**config.mk**
```make
export PLATFORM = sky130hd
export DESIGN_NAME = hdr_ddr_rx_deserializer_flat
export DESIGN_NICKNAME = d
export VERILOG_FILES = /design/src/rtl/hdr_ddr_pkg.sv /design/src/rtl/hdr_ddr_rx_deserializer_if.sv /design/src/rtl/hdr_ddr_rx_deserializer_crc5_calc.sv /design/src/rtl/hdr_ddr_rx_deserializer.sv /design/src/flat_wrapper.sv
export SDC_FILE = /design/constraint.sdc
export NUM_CORES = 1
export LEC_CHECK = 0
export ABC_AREA = 1
export BUFFER_PORTS_ARGS = -buffer_cell sky130_fd_sc_hd__buf_2
export CAP_MARGIN = 20
export CORE_MARGIN = 2
export CORE_UTILIZATION = 35
export CTS_CLUSTER_SIZE = 10
export DETAILED_ROUTE_END_ITERATION = 16
export PLACE_DENSITY = 0.51
export SLEW_MARGIN = 20
export SYNTH_ARGS = -nofsm -noshare
export SYNTH_HDL_FRONTEND = slang
export SYNTH_SLANG_ARGS = --single-unit
```
**constraint.sdc**
```tcl
create_clock -name i_sdr_clk -period 2.5 [get_ports i_sdr_clk]
set_input_delay 0.625 -clock i_sdr_clk [delete_from_list [all_inputs] [get_ports i_sdr_clk]]
set_output_delay 0.625 -clock i_sdr_clk [all_outputs]
set_load 0.1 [all_outputs]
```
**src/rtl/hdr_ddr_pkg.sv**
```systemverilog
// Shared HDR-DDR receive definitions: FSM states, framing constants and the
// two-bit DDR word parity.
package hdr_ddr_pkg;

  typedef enum logic [3:0] {
    ST_IDLE,
    ST_PREAMBLE,
    ST_DATA,
    ST_PARITY,
    ST_CHECK,
    ST_CRC_TOKEN,
    ST_CRC_VALUE,
    ST_DONE,
    ST_ABORT
  } rx_state_e;

  localparam logic [1:0] PRE_DATA  = 2'b10;
  localparam logic [1:0] PRE_CRC   = 2'b01;
  localparam logic [3:0] CRC_TOKEN = 4'hC;
  localparam logic [4:0] CRC5_SEED = 5'b11111;
  localparam logic [4:0] CRC5_POLY = 5'b00101;

  // PA1 covers the odd bit positions, PA0 the even positions inverted.
  function automatic logic [1:0] ddr_parity(input logic [15:0] d);
    logic [1:0] p;
    p[1] = ^(d & 16'hAAAA);
    p[0] = ~^(d & 16'h5555);
    return p;
  endfunction

endpackage

```
**src/rtl/hdr_ddr_rx_deserializer_if.sv**
```systemverilog
// Bus between the SDA/SCL front end, the CCC handler and the HDR-DDR
// receive deserializer. The deserializer uses the slave modport.
interface hdr_ddr_rx_deserializer_if #(
  parameter int DATA_W = 16,
  parameter int CNT_W  = 4
);
  logic              i_rx_en;
  logic              i_scl_pos_edge;
  logic              i_scl_neg_edge;
  logic              i_sda;
  logic [DATA_W-1:0] o_word;
  logic              o_word_valid;
  logic [1:0]        o_preamble;
  logic              o_parity_err;
  logic              o_crc_err;
  logic              o_abort;
  logic              o_rx_done;
  logic [CNT_W-1:0]  o_word_cnt;

  modport master (
    output i_rx_en, i_scl_pos_edge, i_scl_neg_edge, i_sda,
    input  o_word, o_word_valid, o_preamble, o_parity_err, o_crc_err,
           o_abort, o_rx_done, o_word_cnt
  );

  modport slave (
    input  i_rx_en, i_scl_pos_edge, i_scl_neg_edge, i_sda,
    output o_word, o_word_valid, o_preamble, o_parity_err, o_crc_err,
           o_abort, o_rx_done, o_word_cnt
  );
endinterface

```
**src/rtl/hdr_ddr_rx_deserializer_crc5_calc.sv**
```systemverilog
// Serial CRC5 (x^5+x^2+1), MSB-first, one bit per enable; reseeded on init.
module crc5_calc
  import hdr_ddr_pkg::*;
(
  input  logic       clk,
  input  logic       rst,
  input  logic       i_init,
  input  logic       i_en,
  input  logic       i_bit,
  output logic [4:0] o_crc
);

  logic [4:0] crc_q, crc_d;
  logic       fb;

  always_comb begin
    fb    = crc_q[4] ^ i_bit;
    crc_d = crc_q;
    if (i_init) begin
      crc_d = CRC5_SEED;
    end else if (i_en) begin
      crc_d = {crc_q[3:0], 1'b0} ^ (fb ? CRC5_POLY : 5'b00000);
    end
  end

  always_ff @(posedge clk or posedge rst) begin
    if (rst) begin
      crc_q <= CRC5_SEED;
    end else begin
      crc_q <= crc_d;
    end
  end

  assign o_crc = crc_q;

endmodule

```
**src/rtl/hdr_ddr_rx_deserializer.sv**
```systemverilog
// HDR-DDR receive deserializer: frames preamble/data/parity/CRC words from SDA
// sampled on SCL edge strobes. Define HDR_DDR_RX_CRC_CHECK_EN for CRC5 checking.
module hdr_ddr_rx_deserializer
  import hdr_ddr_pkg::*;
#(
  parameter int DATA_W    = 16,
  parameter int CRC_W     = 5,
  parameter int MAX_WORDS = 8
) (
  input  logic                     i_sdr_clk,
  input  logic                     i_sdr_rst,
  hdr_ddr_rx_deserializer_if.slave rx
);

  localparam int CNT_W = $clog2(MAX_WORDS + 1);
  localparam int BIT_W = $clog2(DATA_W + 1);

  localparam logic [BIT_W-1:0] PAIR_LAST = BIT_W'(1);
  localparam logic [BIT_W-1:0] TOK_LAST  = BIT_W'(3);
  localparam logic [BIT_W-1:0] DATA_LAST = BIT_W'(DATA_W - 1);
  localparam logic [BIT_W-1:0] CRC_LAST  = BIT_W'(CRC_W - 1);
  localparam logic [CNT_W-1:0] CNT_MAX   = CNT_W'(MAX_WORDS);

  rx_state_e         state_q, state_d;
  logic [BIT_W-1:0]  bit_cnt_q, bit_cnt_d;
  logic [DATA_W-1:0] sh_q, sh_d;
  logic [DATA_W-1:0] data_q, data_d;
  logic [DATA_W-1:0] word_q, word_d;
  logic [1:0]        pre_q, pre_d;
  logic              perr_q, perr_d;
  logic [CNT_W-1:0]  cnt_q, cnt_d;
  logic              rx_en_q, rx_en_d;

  logic              strobe;
  logic              rx_rise;
  logic              collecting;
  logic [DATA_W-1:0] sh_shift;

`ifdef HDR_DDR_RX_CRC_CHECK_EN
  logic       crcerr_q, crcerr_d;
  logic       crc_en;
  logic [4:0] crc_val;

  crc5_calc u_crc5_calc (
    .clk    (i_sdr_clk),
    .rst    (i_sdr_rst),
    .i_init (rx_rise),
    .i_en   (crc_en),
    .i_bit  (rx.i_sda),
    .o_crc  (crc_val)
  );
`endif

  always_comb begin
    strobe     = rx.i_scl_pos_edge | rx.i_scl_neg_edge;
    rx_rise    = rx.i_rx_en & ~rx_en_q;
    sh_shift   = {sh_q[DATA_W-2:0], rx.i_sda};
    collecting = (state_q == ST_PREAMBLE) || (state_q == ST_DATA) ||
                 (state_q == ST_PARITY) || (state_q == ST_CRC_TOKEN) ||
                 (state_q == ST_CRC_VALUE);

    state_d   = state_q;
    bit_cnt_d = bit_cnt_q;
    sh_d      = sh_q;
    data_d    = data_q;
    word_d    = word_q;
    pre_d     = pre_q;
    perr_d    = perr_q;
    cnt_d     = cnt_q;
    rx_en_d   = rx.i_rx_en;
`ifdef HDR_DDR_RX_CRC_CHECK_EN
    crcerr_d  = crcerr_q;
    crc_en    = 1'b0;
`endif

    if (collecting && strobe) begin
      sh_d      = sh_shift;
      bit_cnt_d = bit_cnt_q + 1'b1;
    end

    // Each field transitions on the strobe that delivers its last bit.
    unique case (state_q)
      ST_IDLE: begin
        if (rx.i_rx_en) state_d = ST_PREAMBLE;
      end
      ST_PREAMBLE: begin
        if (strobe && bit_cnt_q == PAIR_LAST) begin
          bit_cnt_d = '0;
          pre_d     = sh_shift[1:0];
          if (sh_shift[1:0] == PRE_DATA) begin
            state_d = (cnt_q == CNT_MAX) ? ST_ABORT : ST_DATA;
          end else if (sh_shift[1:0] == PRE_CRC) begin
            state_d = ST_CRC_TOKEN;
          end else begin
            state_d = ST_ABORT;
          end
        end
      end
      ST_DATA: begin
        if (strobe) begin
`ifdef HDR_DDR_RX_CRC_CHECK_EN
          crc_en = 1'b1;
`endif
          if (bit_cnt_q == DATA_LAST) begin
            bit_cnt_d = '0;
            data_d    = sh_shift;
            state_d   = ST_PARITY;
          end
        end
      end
      ST_PARITY: begin
        if (strobe && bit_cnt_q == PAIR_LAST) begin
          bit_cnt_d = '0;
          word_d    = data_q;
          if (sh_shift[1:0] != ddr_parity(data_q)) perr_d = 1'b1;
          if (cnt_q != CNT_MAX) cnt_d = cnt_q + 1'b1;
          state_d   = ST_CHECK;
        end
      end
      ST_CHECK: state_d = ST_PREAMBLE;
      ST_CRC_TOKEN: begin
        if (strobe && bit_cnt_q == TOK_LAST) begin
          bit_cnt_d = '0;
          state_d   = (sh_shift[3:0] == CRC_TOKEN) ? ST_CRC_VALUE : ST_ABORT;
        end
      end
      ST_CRC_VALUE: begin
        if (strobe && bit_cnt_q == CRC_LAST) begin
          bit_cnt_d = '0;
          state_d   = ST_DONE;
`ifdef HDR_DDR_RX_CRC_CHECK_EN
          if (sh_shift[CRC_W-1:0] != crc_val) crcerr_d = 1'b1;
`endif
        end
      end
      ST_DONE:  state_d = ST_IDLE;
      ST_ABORT: state_d = ST_IDLE;
      default:  state_d = ST_IDLE;
    endcase

    if (rx_rise) begin
      perr_d = 1'b0;
      cnt_d  = '0;
`ifdef HDR_DDR_RX_CRC_CHECK_EN
      crcerr_d = 1'b0;
`endif
    end

    // Losing the enable drops the frame silently.
    if (!rx.i_rx_en) begin
      state_d   = ST_IDLE;
      bit_cnt_d = '0;
      sh_d      = '0;
    end
  end

  always_ff @(posedge i_sdr_clk or posedge i_sdr_rst) begin
    if (i_sdr_rst) begin
      state_q   <= ST_IDLE;
      bit_cnt_q <= '0;
      sh_q      <= '0;
      data_q    <= '0;
      word_q    <= '0;
      pre_q     <= '0;
      perr_q    <= 1'b0;
      cnt_q     <= '0;
      rx_en_q   <= 1'b0;
    end else begin
      state_q   <= state_d;
      bit_cnt_q <= bit_cnt_d;
      sh_q      <= sh_d;
      data_q    <= data_d;
      word_q    <= word_d;
      pre_q     <= pre_d;
      perr_q    <= perr_d;
      cnt_q     <= cnt_d;
      rx_en_q   <= rx_en_d;
    end
  end

`ifdef HDR_DDR_RX_CRC_CHECK_EN
  always_ff @(posedge i_sdr_clk or posedge i_sdr_rst) begin
    if (i_sdr_rst) begin
      crcerr_q <= 1'b0;
    end else begin
      crcerr_q <= crcerr_d;
    end
  end

  assign rx.o_crc_err = crcerr_q;
`else
  assign rx.o_crc_err = 1'b0;
`endif

  assign rx.o_word       = word_q;
  assign rx.o_word_valid = (state_q == ST_CHECK);
  assign rx.o_preamble   = pre_q;
  assign rx.o_parity_err = perr_q;
  assign rx.o_abort      = (state_q == ST_ABORT);
  assign rx.o_rx_done    = (state_q == ST_DONE);
  assign rx.o_word_cnt   = cnt_q;

endmodule

```
**src/flat_wrapper.sv**
```systemverilog
// flat-port wrapper written by rule: the top's interface ports become plain ports
module hdr_ddr_rx_deserializer_flat import hdr_ddr_pkg::*;
#(
  parameter int DATA_W    = 16,
  parameter int CRC_W     = 5,
  parameter int MAX_WORDS = 8
)
  (i_sdr_clk, i_sdr_rst, rx_i_rx_en, rx_i_scl_pos_edge, rx_i_scl_neg_edge, rx_i_sda, rx_o_word, rx_o_word_valid, rx_o_preamble, rx_o_parity_err, rx_o_crc_err, rx_o_abort, rx_o_rx_done, rx_o_word_cnt);
  hdr_ddr_rx_deserializer_if #(.DATA_W(DATA_W), .CNT_W(4)) rx_i ();
  input  logic i_sdr_clk;
  input  logic i_sdr_rst;
  input wire logic [$bits(rx_i.i_rx_en)-1:0] rx_i_rx_en;
  input wire logic [$bits(rx_i.i_scl_pos_edge)-1:0] rx_i_scl_pos_edge;
  input wire logic [$bits(rx_i.i_scl_neg_edge)-1:0] rx_i_scl_neg_edge;
  input wire logic [$bits(rx_i.i_sda)-1:0] rx_i_sda;
  output wire logic [$bits(rx_i.o_word)-1:0] rx_o_word;
  output wire logic [$bits(rx_i.o_word_valid)-1:0] rx_o_word_valid;
  output wire logic [$bits(rx_i.o_preamble)-1:0] rx_o_preamble;
  output wire logic [$bits(rx_i.o_parity_err)-1:0] rx_o_parity_err;
  output wire logic [$bits(rx_i.o_crc_err)-1:0] rx_o_crc_err;
  output wire logic [$bits(rx_i.o_abort)-1:0] rx_o_abort;
  output wire logic [$bits(rx_i.o_rx_done)-1:0] rx_o_rx_done;
  output wire logic [$bits(rx_i.o_word_cnt)-1:0] rx_o_word_cnt;
  assign rx_i.i_rx_en = rx_i_rx_en;
  assign rx_i.i_scl_pos_edge = rx_i_scl_pos_edge;
  assign rx_i.i_scl_neg_edge = rx_i_scl_neg_edge;
  assign rx_i.i_sda = rx_i_sda;
  assign rx_o_word = rx_i.o_word;
  assign rx_o_word_valid = rx_i.o_word_valid;
  assign rx_o_preamble = rx_i.o_preamble;
  assign rx_o_parity_err = rx_i.o_parity_err;
  assign rx_o_crc_err = rx_i.o_crc_err;
  assign rx_o_abort = rx_i.o_abort;
  assign rx_o_rx_done = rx_i.o_rx_done;
  assign rx_o_word_cnt = rx_i.o_word_cnt;
  hdr_ddr_rx_deserializer #(.DATA_W(DATA_W), .CRC_W(CRC_W), .MAX_WORDS(MAX_WORDS)) u_core (.i_sdr_clk(i_sdr_clk), .i_sdr_rst(i_sdr_rst), .rx(rx_i));
endmodule
```
# --- After elaboration in Yosys (flattened, before gate mapping) ---
# Cells that the tools add are included.
op_classes:
  reduce_logical: 23
  eq_ne: 25
  bitwise_logic: 3
  add_sub_neg: 2
  muxes: 30
ops:
  columns: ["operator", "n"]
  rows:
  - ["2-to-1 mux 4 bit", 15]
  - ["2-to-1 mux 5 bit", 7]
  - ["2-to-1 mux 15 bit", 2]
  - ["case mux 4 bit (6 select lines)", 1]
  - ["case mux 5 bit (4 select lines)", 1]
  - ["== test 4 x 3 -> 1 bit, second input constant", 4]
  - ["XNOR reduction 16 bit", 1]
  - ["parity 16 bit", 1]
  - ["inequality test 3 bit, second input constant", 5]
  - ["== test 4 bit, second input constant", 3]
  - ["AND reduction 3 bit", 3]
  - ["== test 4 x 2 -> 1 bit, second input constant", 2]
  - ["nonzero test 2 bit", 4]
  - ["AND reduction 6 bit", 1]
  - ["adder 5 x 1 -> 5 bit, second input constant", 1]
  - ["== test 5 x 1 -> 1 bit, second input constant", 1]
  - ["== test 5 x 2 -> 1 bit, second input constant", 1]
  - ["== test 5 x 3 -> 1 bit, second input constant", 1]
  - ["== test 5 x 4 -> 1 bit, second input constant", 1]
  - ["adder 4 x 1 -> 4 bit, second input constant", 1]
  - ["== test 4 x 1 -> 1 bit, second input constant", 1]
  - ["logical AND 1 bit", 4]
  - ["logical NOT 4 bit", 1]
  - ["logical OR 1 bit", 4]
  - ["other kinds (12)", 17]
totals:
  ff_bits: 64
  word_cells: 92
  inputBits: 6

# --- Longest topological paths before layout ---
# Gate-level depths: netlist (run 1).
depth:
  depth_word: 11
  ltp_mapped: 13
  depth_no_buf: 13

# --- Least setup slack after synthesis (run 1) ---
# No wires, ideal clock.
synth_timing:
  path_kind: "register to output"
  from: "register u_core.state_q[0]"
  to: "output port rx_o_abort"
  t_required_ps: 1875
  path_slack_ps: -952
  stages_incl_launch_ff: 4
  arrival_time_ps: 2827
  cell_sequence: "dfrtp_1 nor2_1 inv_1 nor3_1"
synth_via:
  elab_chain_len: 1
synth_rtl:
  columns: ["item", "line_no", "source"]
  rows:
  - ["start, declared", "hdr_ddr_rx_deserializer.sv:24", "rx_state_e state_q, state_d;"]
  - ["start signal, assigned", "hdr_ddr_rx_deserializer.sv:169", "state_q <= state_d;"]
  - ["== test 4 bit", "hdr_ddr_rx_deserializer.sv:199", "assign rx.o_abort = (state_q == ST_ABORT);"]
  - ["end, declared", "flat_wrapper.sv:21", "output wire logic [$bits(rx_i.o_abort)-1:0] rx_o_abort;"]
# No other way between the ends.

# --- Final worst setup path (run 1) ---
# Same ends and word-level chain as after synthesis.

==> impl_metrics.json, run 1 <==
{
  "status": "complete, no violations",
  "power_density_mw_per_mm2": 775,
  "cts.clk_slew.worst_paths_ns": 0.07,
  "nFillCells": 933,
  "ir_drop_uv": 396,
  "hold_viol_final": 0,
  "rsz0062_at_grt": "false",
  "setup_viol": 0,
  "rr_startpoint": "u_core.bit_cnt_q[0]",
  "synth_top_flop_cell": "dfrtp_1",
  "syn-num-nets": 419,
  "worstMarginPinSlew_ns": 0.656,
  "synthCells": 407,
  "drtPass1Iterations": 4,
  "fin_skew_ns": 0.00701,
  "combPwrFrac": 0.293,
  "io_pins": 33,
  "grt_pass1_vias": 2437,
  "root_buffer": "clkbuf_8",
  "ys_ff_latch": 64,
  "final_max_slew_viol_count": 0,
  "clkLatencyLatePin_ns": 0.34,
  "grt_max_degree": 34,
  "critPathCapture": "rx_o_abort",
  "netlist_area_sq_mm": 0.00324,
  "synth_area_per_cell_sq_um": 7.97,
  "htree_levels": 3,
  "cts_setup_buffers": 0,
  "grt_pass1_wl_um": 11400,
  "dp_slack_ns": 0.424,
  "fp.coreArea_sq_mm": 0.00911,
  "max_freq_mhz": 428,
  "cp-start-kind": "flip-flop",
  "p_int_mw": 1.75,
  "rows": 35,
  "die_w_um": 100,
  "syn2layout_area_growth_pct": 14.8,
  "remaining_drc_errors": 0,
  "hold_slack_ns": 0.377,
  "initial_core_util": 0.356,
  "routed_wl_um": 6580,
  "cp.required_ns": 1.88,
  "antenna_found_initial": 0,
  "cap_violations": 0,
  "die_h_um": 100,
  "r2r_end": "u_core.bit_cnt_q[4]",
  "mostFrequentLayoutCell": "nand2_1",
  "ant_nets": 0,
  "via_per_inst": 4.66,
  "hold_path_class": "input port to async pin",
  "track_usage": 0.144,
  "cp-end-kind": "output port",
  "wl_per_cell_um": 11.8,
  "arrival_ns": 1.71,
  "layout_common_cells": "nand2_1, dfrtp_1, inv_1, nor2_1, o21ai_0",
  "numCtsBuffers": 9,
  "dpl.hpwl_um": 4780,
  "cts_tree": "built",
  "portBuffers": 31,
  "relSlewSlack": 0.562,
  "crit_fanout": 7,
  "p_switching_mw": 1.13,
  "swShare": 0.392,
  "crit_type": "flip-flop to output port",
  "synth_seq_area_share": 0.494,
  "drive_gt1_frac": 0.176,
  "yosysUniqueCellTypes": 35,
  "r2r_slack_ns": 0.58,
  "antenna-diode-count": 0,
  "clockPowerShare": 0.298,
  "clock_path_buffers": 2,
  "finalCriticalPeriod_ns": 2.34,
  "vias": 2604,
  "r2r_cells": 11,
  "nets": 455,
  "power_frac_seq": 0.409,
  "gr-total-overflow": 0,
  "leakage_nw": 1.96,
  "worstSetupStartpoint": "u_core.state_q[0]",
  "synth-edff-count": 0,
  "gp_congestion": 0.879,
  "drt-initial-drc-count": 115,
  "finalCritPeriodShare": 0.934,
  "yosys_warnings": 0,
  "synthArstFlopShare": 1.00,
  "layout_setup_ws_ns": 0.165,
  "clock_sinks": 64,
  "dieArea_sq_mm": 0.0101
}
## registers in the layout, indices dropped and copies added (netlist names)
signal,cells
u_core.bit_cnt_q,5
u_core.data_q,16
u_core.rx.o_parity_err,1
u_core.rx.o_preamble,2
u_core.rx.o_word,16
u_core.rx.o_word_cnt,4
u_core.rx_en_q,1
u_core.sh_q,15
u_core.state_q,4
## cells in the mapped netlist (4+ instances only)
cell / n / area share
a21oi_1: 18 / 0.028
clkbuf_1: 5 / 0.0058
dfrtp_1: 64 / 0.49
ha_1: 6 / 0.023
inv_1: 46 / 0.053
nand2_1: 120 / 0.14
nand3_1: 18 / 0.028
nor2_1: 41 / 0.047
nor2_2: 6 / 0.012
o21ai_0: 36 / 0.056
o21ai_1: 5 / 0.0077
o21ai_2: 4 / 0.011
## worst min-delay path by stage
stage,start,to,slack [ns],cells past startpoint
floorplan,u_core.sh_q[13],u_core.sh_q[13],0.48,2
finish,i_sdr_rst,u_core.data_q[10],0.38,2
CTS,i_sdr_rst,u_core.data_q[10],0.40,2
global route,i_sdr_rst,u_core.sh_q[5],0.43,2
detailed placement,u_core.rx.o_word[15],u_core.rx.o_word[15],0.47,2
global placement,u_core.rx.o_word[15],u_core.rx.o_word[15],0.46,2
## critical path, stage by stage, from the launching register on
cell and delay [ns]:
dfrtp_1 0.45, nor2_1 0.33, inv_1 0.13, nor3_2 0.11
clkbuf_4 0.34
## layer usage
metal | vias up | track usage | part of all wire
li1 | 1363 | - | -
met1 | 1187 | 0.198 | 0.51
met2 | 48 | 0.219 | 0.44
met3 | 6 | 0.0362 | 0.041
met4 | 0 | 0.0537 | 0.012
met5 | - | 0 | 0
## layout make-up
type,instances,area [sq um],area share
Tap cell,111,139,0.0373
Sequential cell,64,1600,0.430
Multi-Input combinational cell,282,1390,0.374
Clock inverter,6,60.1,0.0161
Inverter,50,193,0.0518
Clock buffer,10,128,0.0343
Timing Repair Buffer,36,210,0.0565
## cell families (layout without fill, tap and decap cells)
kind of cell               count (synthesis)  after routing  share of synthesized area
xor gates and xnor gates                   4              4                     0.0108
AOI/OAI and AO/OA                         71             71                      0.126
DFF                                       64             64                      0.494
adders and majority gates                  6              6                     0.0231
other                                      1              1                    0.00116
and+or+nand+nor                          200            200                      0.266
buffers and inverters                     61            102                     0.0795
## per-stage QoR
step / instances / area (sq um) / total power [mW] / TNS, ns / utilization
floorplan: 407 / 3250 / 1.92 / -0.119 / -
global placement: 543 / 3530 / 2.04 / 0 / 0.388
detailed placement: 543 / 3530 / 2.05 / 0 / 0.388
CTS: 559 / 3720 / 2.92 / 0 / 0.408
global route: 559 / 3720 / 3.07 / 0 / 0.409
finish: 559 / 3720 / 2.88 / 0 / 0.409
## power groups by stage
stage | Clock, mW | Combinational (mW) | Sequential, mW
after floorplan | 0 | 0.494 | 1.42
after global placement | 0 | 0.849 | 1.20
after detailed placement | 0 | 0.851 | 1.20
after CTS | 0.893 | 0.852 | 1.18
after global routing | 0.949 | 0.924 | 1.19
final | 0.858 | 0.845 | 1.18
## timing repair
action	in CTS	in global routing
gates resized for setup	0	2
hold buffers	0	0
endpoints found under the setup margin	0	2
Power figures use the tool's default switching activity.
==> run 2, diff against run 1 <==
--- a/config.mk
+++ b/config.mk
@@ -7,12 +7,10 @@
 export LEC_CHECK = 0
 export ABC_AREA = 1
 export BUFFER_PORTS_ARGS = -buffer_cell sky130_fd_sc_hd__buf_2
-export CAP_MARGIN = 20
-export CORE_MARGIN = 2
-export CORE_UTILIZATION = 35
+export CORE_UTILIZATION = 30
 export CTS_CLUSTER_SIZE = 10
 export DETAILED_ROUTE_END_ITERATION = 16
-export PLACE_DENSITY = 0.51
+export PLACE_DENSITY = 0.45
 export SLEW_MARGIN = 20
 export SYNTH_ARGS = -nofsm -noshare
 export SYNTH_HDL_FRONTEND = slang
==> run 2 against run 1 <==
Against the previous run:
- cell count rose by 4.1%
- critical endpoint is now rx_o_word_valid
- first-iteration DRC count rose by 10%
- sequential power barely moved
- total power fell by 1.9%
- critical path depth did not move
==> impl_metrics.json, run 2 (synthesis results as in run 1) <==
{
  "status": "complete, no violations",
  "mostFrequentLayoutCell": "nand2_1",
  "max_freq_mhz": 417,
  "drtPass1Iterations": 4,
  "die_w_um": 106,
  "cp.required_ns": 1.88,
  "layout_common_cells": "nand2_1, dfrtp_1, inv_1, nor2_1, o21ai_0",
  "track_usage": 0.139,
  "drt-initial-drc-count": 127,
  "crit_type": "flip-flop to output port",
  "cts.clk_slew.worst_paths_ns": 0.07,
  "rows": 37,
  "p_int_mw": 1.71,
  "swShare": 0.396,
  "grt_pass1_vias": 2457,
  "cap_violations": 0,
  "htree_levels": 3,
  "p_switching_mw": 1.12,
  "drive_gt1_frac": 0.166,
  "clock_sinks": 64,
  "finalCriticalPeriod_ns": 2.40,
  "arrival_ns": 1.77,
  "portBuffers": 31,
  "antenna-diode-count": 0,
  "fp.coreArea_sq_mm": 0.0104,
  "finalCritPeriodShare": 0.960,
  "placed_cell_area_sq_mm": 0.00355,
  "power_density_mw_per_mm2": 760,
  "hold_path_class": "input port to async pin",
  "routed_wl_um": 6970,
  "remaining_drc_errors": 0,
  "power_frac_seq": 0.418,
  "nets": 454,
  "nFillCells": 1101,
  "cts_setup_buffers": 0,
  "ant_nets": 0,
  "gp_congestion": 0.832,
  "hold_slack_ns": 0.335,
  "combPwrFrac": 0.299,
  "clock_path_buffers": 2,
  "cp_top_family": "buffers and inverters",
  "wl_per_cell_um": 12.0,
  "syn2layout_area_growth_pct": 14.8,
  "antenna_found_initial": 0,
  "crit_fanout": 7,
  "rsz0062_at_grt": "false",
  "dieArea_sq_mm": 0.0112,
  "clockPowerShare": 0.283,
  "final_max_slew_viol_count": 0,
  "cts_tree": "built",
  "leakage_nw": 1.95,
  "path_buf_inv": 2,
  "grt_pass1_wl_um": 12000,
  "io_pins": 33,
  "setup_viol": 0,
  "setup_tns_ns": 0,
  "dpl.hpwl_um": 4930,
  "via_per_inst": 4.48,
  "ir_drop_uv": 237,
  "fin_skew_ns": 0.00533,
  "hold_viol_final": 0,
  "crit_slowest_cell": "dfrtp_1",
  "finalInstanceArea_sq_mm": 0.00372,
  "numCtsBuffers": 9,
  "gr-total-overflow": 0,
  "crit_chain": "nor2_1 > inv_1 > nor2_2 > buf_2",
  "initial_core_util": 0.311,
  "cp-start-kind": "flip-flop",
  "power_mw": 2.83,
  "cp-end-kind": "output port",
  "grt_max_degree": 65,
  "root_buffer": "clkbuf_8",
  "die_h_um": 106,
  "vias": 2607,
  "layout_setup_ws_ns": 0.100,
  "timing.critical_path.slowest_cell_delay_ns": 0.45,
  "dp_slack_ns": 0.437,
  "clkLatencyLatePin_ns": 0.34
}
==> run 2: per-layer routing <==
| layer | vias up | routed length [um] | global-route usage |
|---|---|---|---|
| met2 | 33 | 3100 | 0.215 |
| li1 | 1351 | - | - |
| met3 | 12 | 152 | 0.0221 |
| met5 | - | 0 | 0 |
| met1 | 1211 | 3550 | 0.185 |
| met4 | 0 | 167 | 0.0774 |
==> run 2: path summary, 6_finish.rpt <==
| check | from | to | slack [ns] | depth (start not counted) |
|---|---|---|---|---|
| max reg2reg | u_core.bit_cnt_q[0] | u_core.bit_cnt_q[1] | 0.56 | 11 |
| min | i_sdr_rst | u_core.bit_cnt_q[3] | 0.33 | 3 |
| min in group i_sdr_clk | u_core.rx.o_word[8] | u_core.rx.o_word[8] | 0.48 | 2 |
| max in group asynchronous | i_sdr_rst | u_core.data_q[11] | 1.86 | 3 |
| max | u_core.state_q[0] | rx_o_word_valid | 0.10 | 4 |
| min reg2reg | u_core.rx.o_word[8] | u_core.rx.o_word[8] | 0.48 | 2 |
==> run 2: what timing repair did <==
item                                    4_1_cts  5_1_grt
resized for setup                             0        1
hold buffers                                  0        0
endpoints found under the hold margin         0        0
endpoints found under the setup margin        0        1
==> run 2: cell type report <==
class | instances | area, sq um | area share
clock buffers | 15 | 166 | 0.0447
inverters | 50 | 193 | 0.0518
multi-input cells | 282 | 1390 | 0.374
flip-flops and latches | 64 | 1600 | 0.430
well taps | 136 | 170 | 0.0457
repair buffers | 35 | 200 | 0.0538
==> run 2: per-stage QoR <==
step                      utilization  cells
after detailed placement        0.341    567
final                           0.357    582
after floorplan                     -    407
after CTS                       0.357    582
after global placement          0.341    567
after global routing            0.357    582
==> run 2: power by group through the flow <==
| stage | Sequential (mW) | Clock (mW) | Combinational (mW) |
|---|---|---|---|
| floorplan | 1.42 | 0 | 0.494 |
| detailed placement | 1.20 | 0 | 0.855 |
| global route | 1.19 | 0.870 | 0.925 |
| global placement | 1.20 | 0 | 0.854 |
| finish | 1.18 | 0.802 | 0.845 |
| CTS | 1.18 | 0.837 | 0.855 |
==> run 2: worst reg2reg max path, delay by kind of cell (launching register included) <==
family | cells | cell delay (ns)
flip-flops | 1 | 0.44
adder cells (fa/ha/maj) | 2 | 0.33
buffers and inverters | 2 | 0.09
AO/OA/AOI/OAI | 1 | 0.28
AND/OR/NAND/NOR | 6 | 0.67
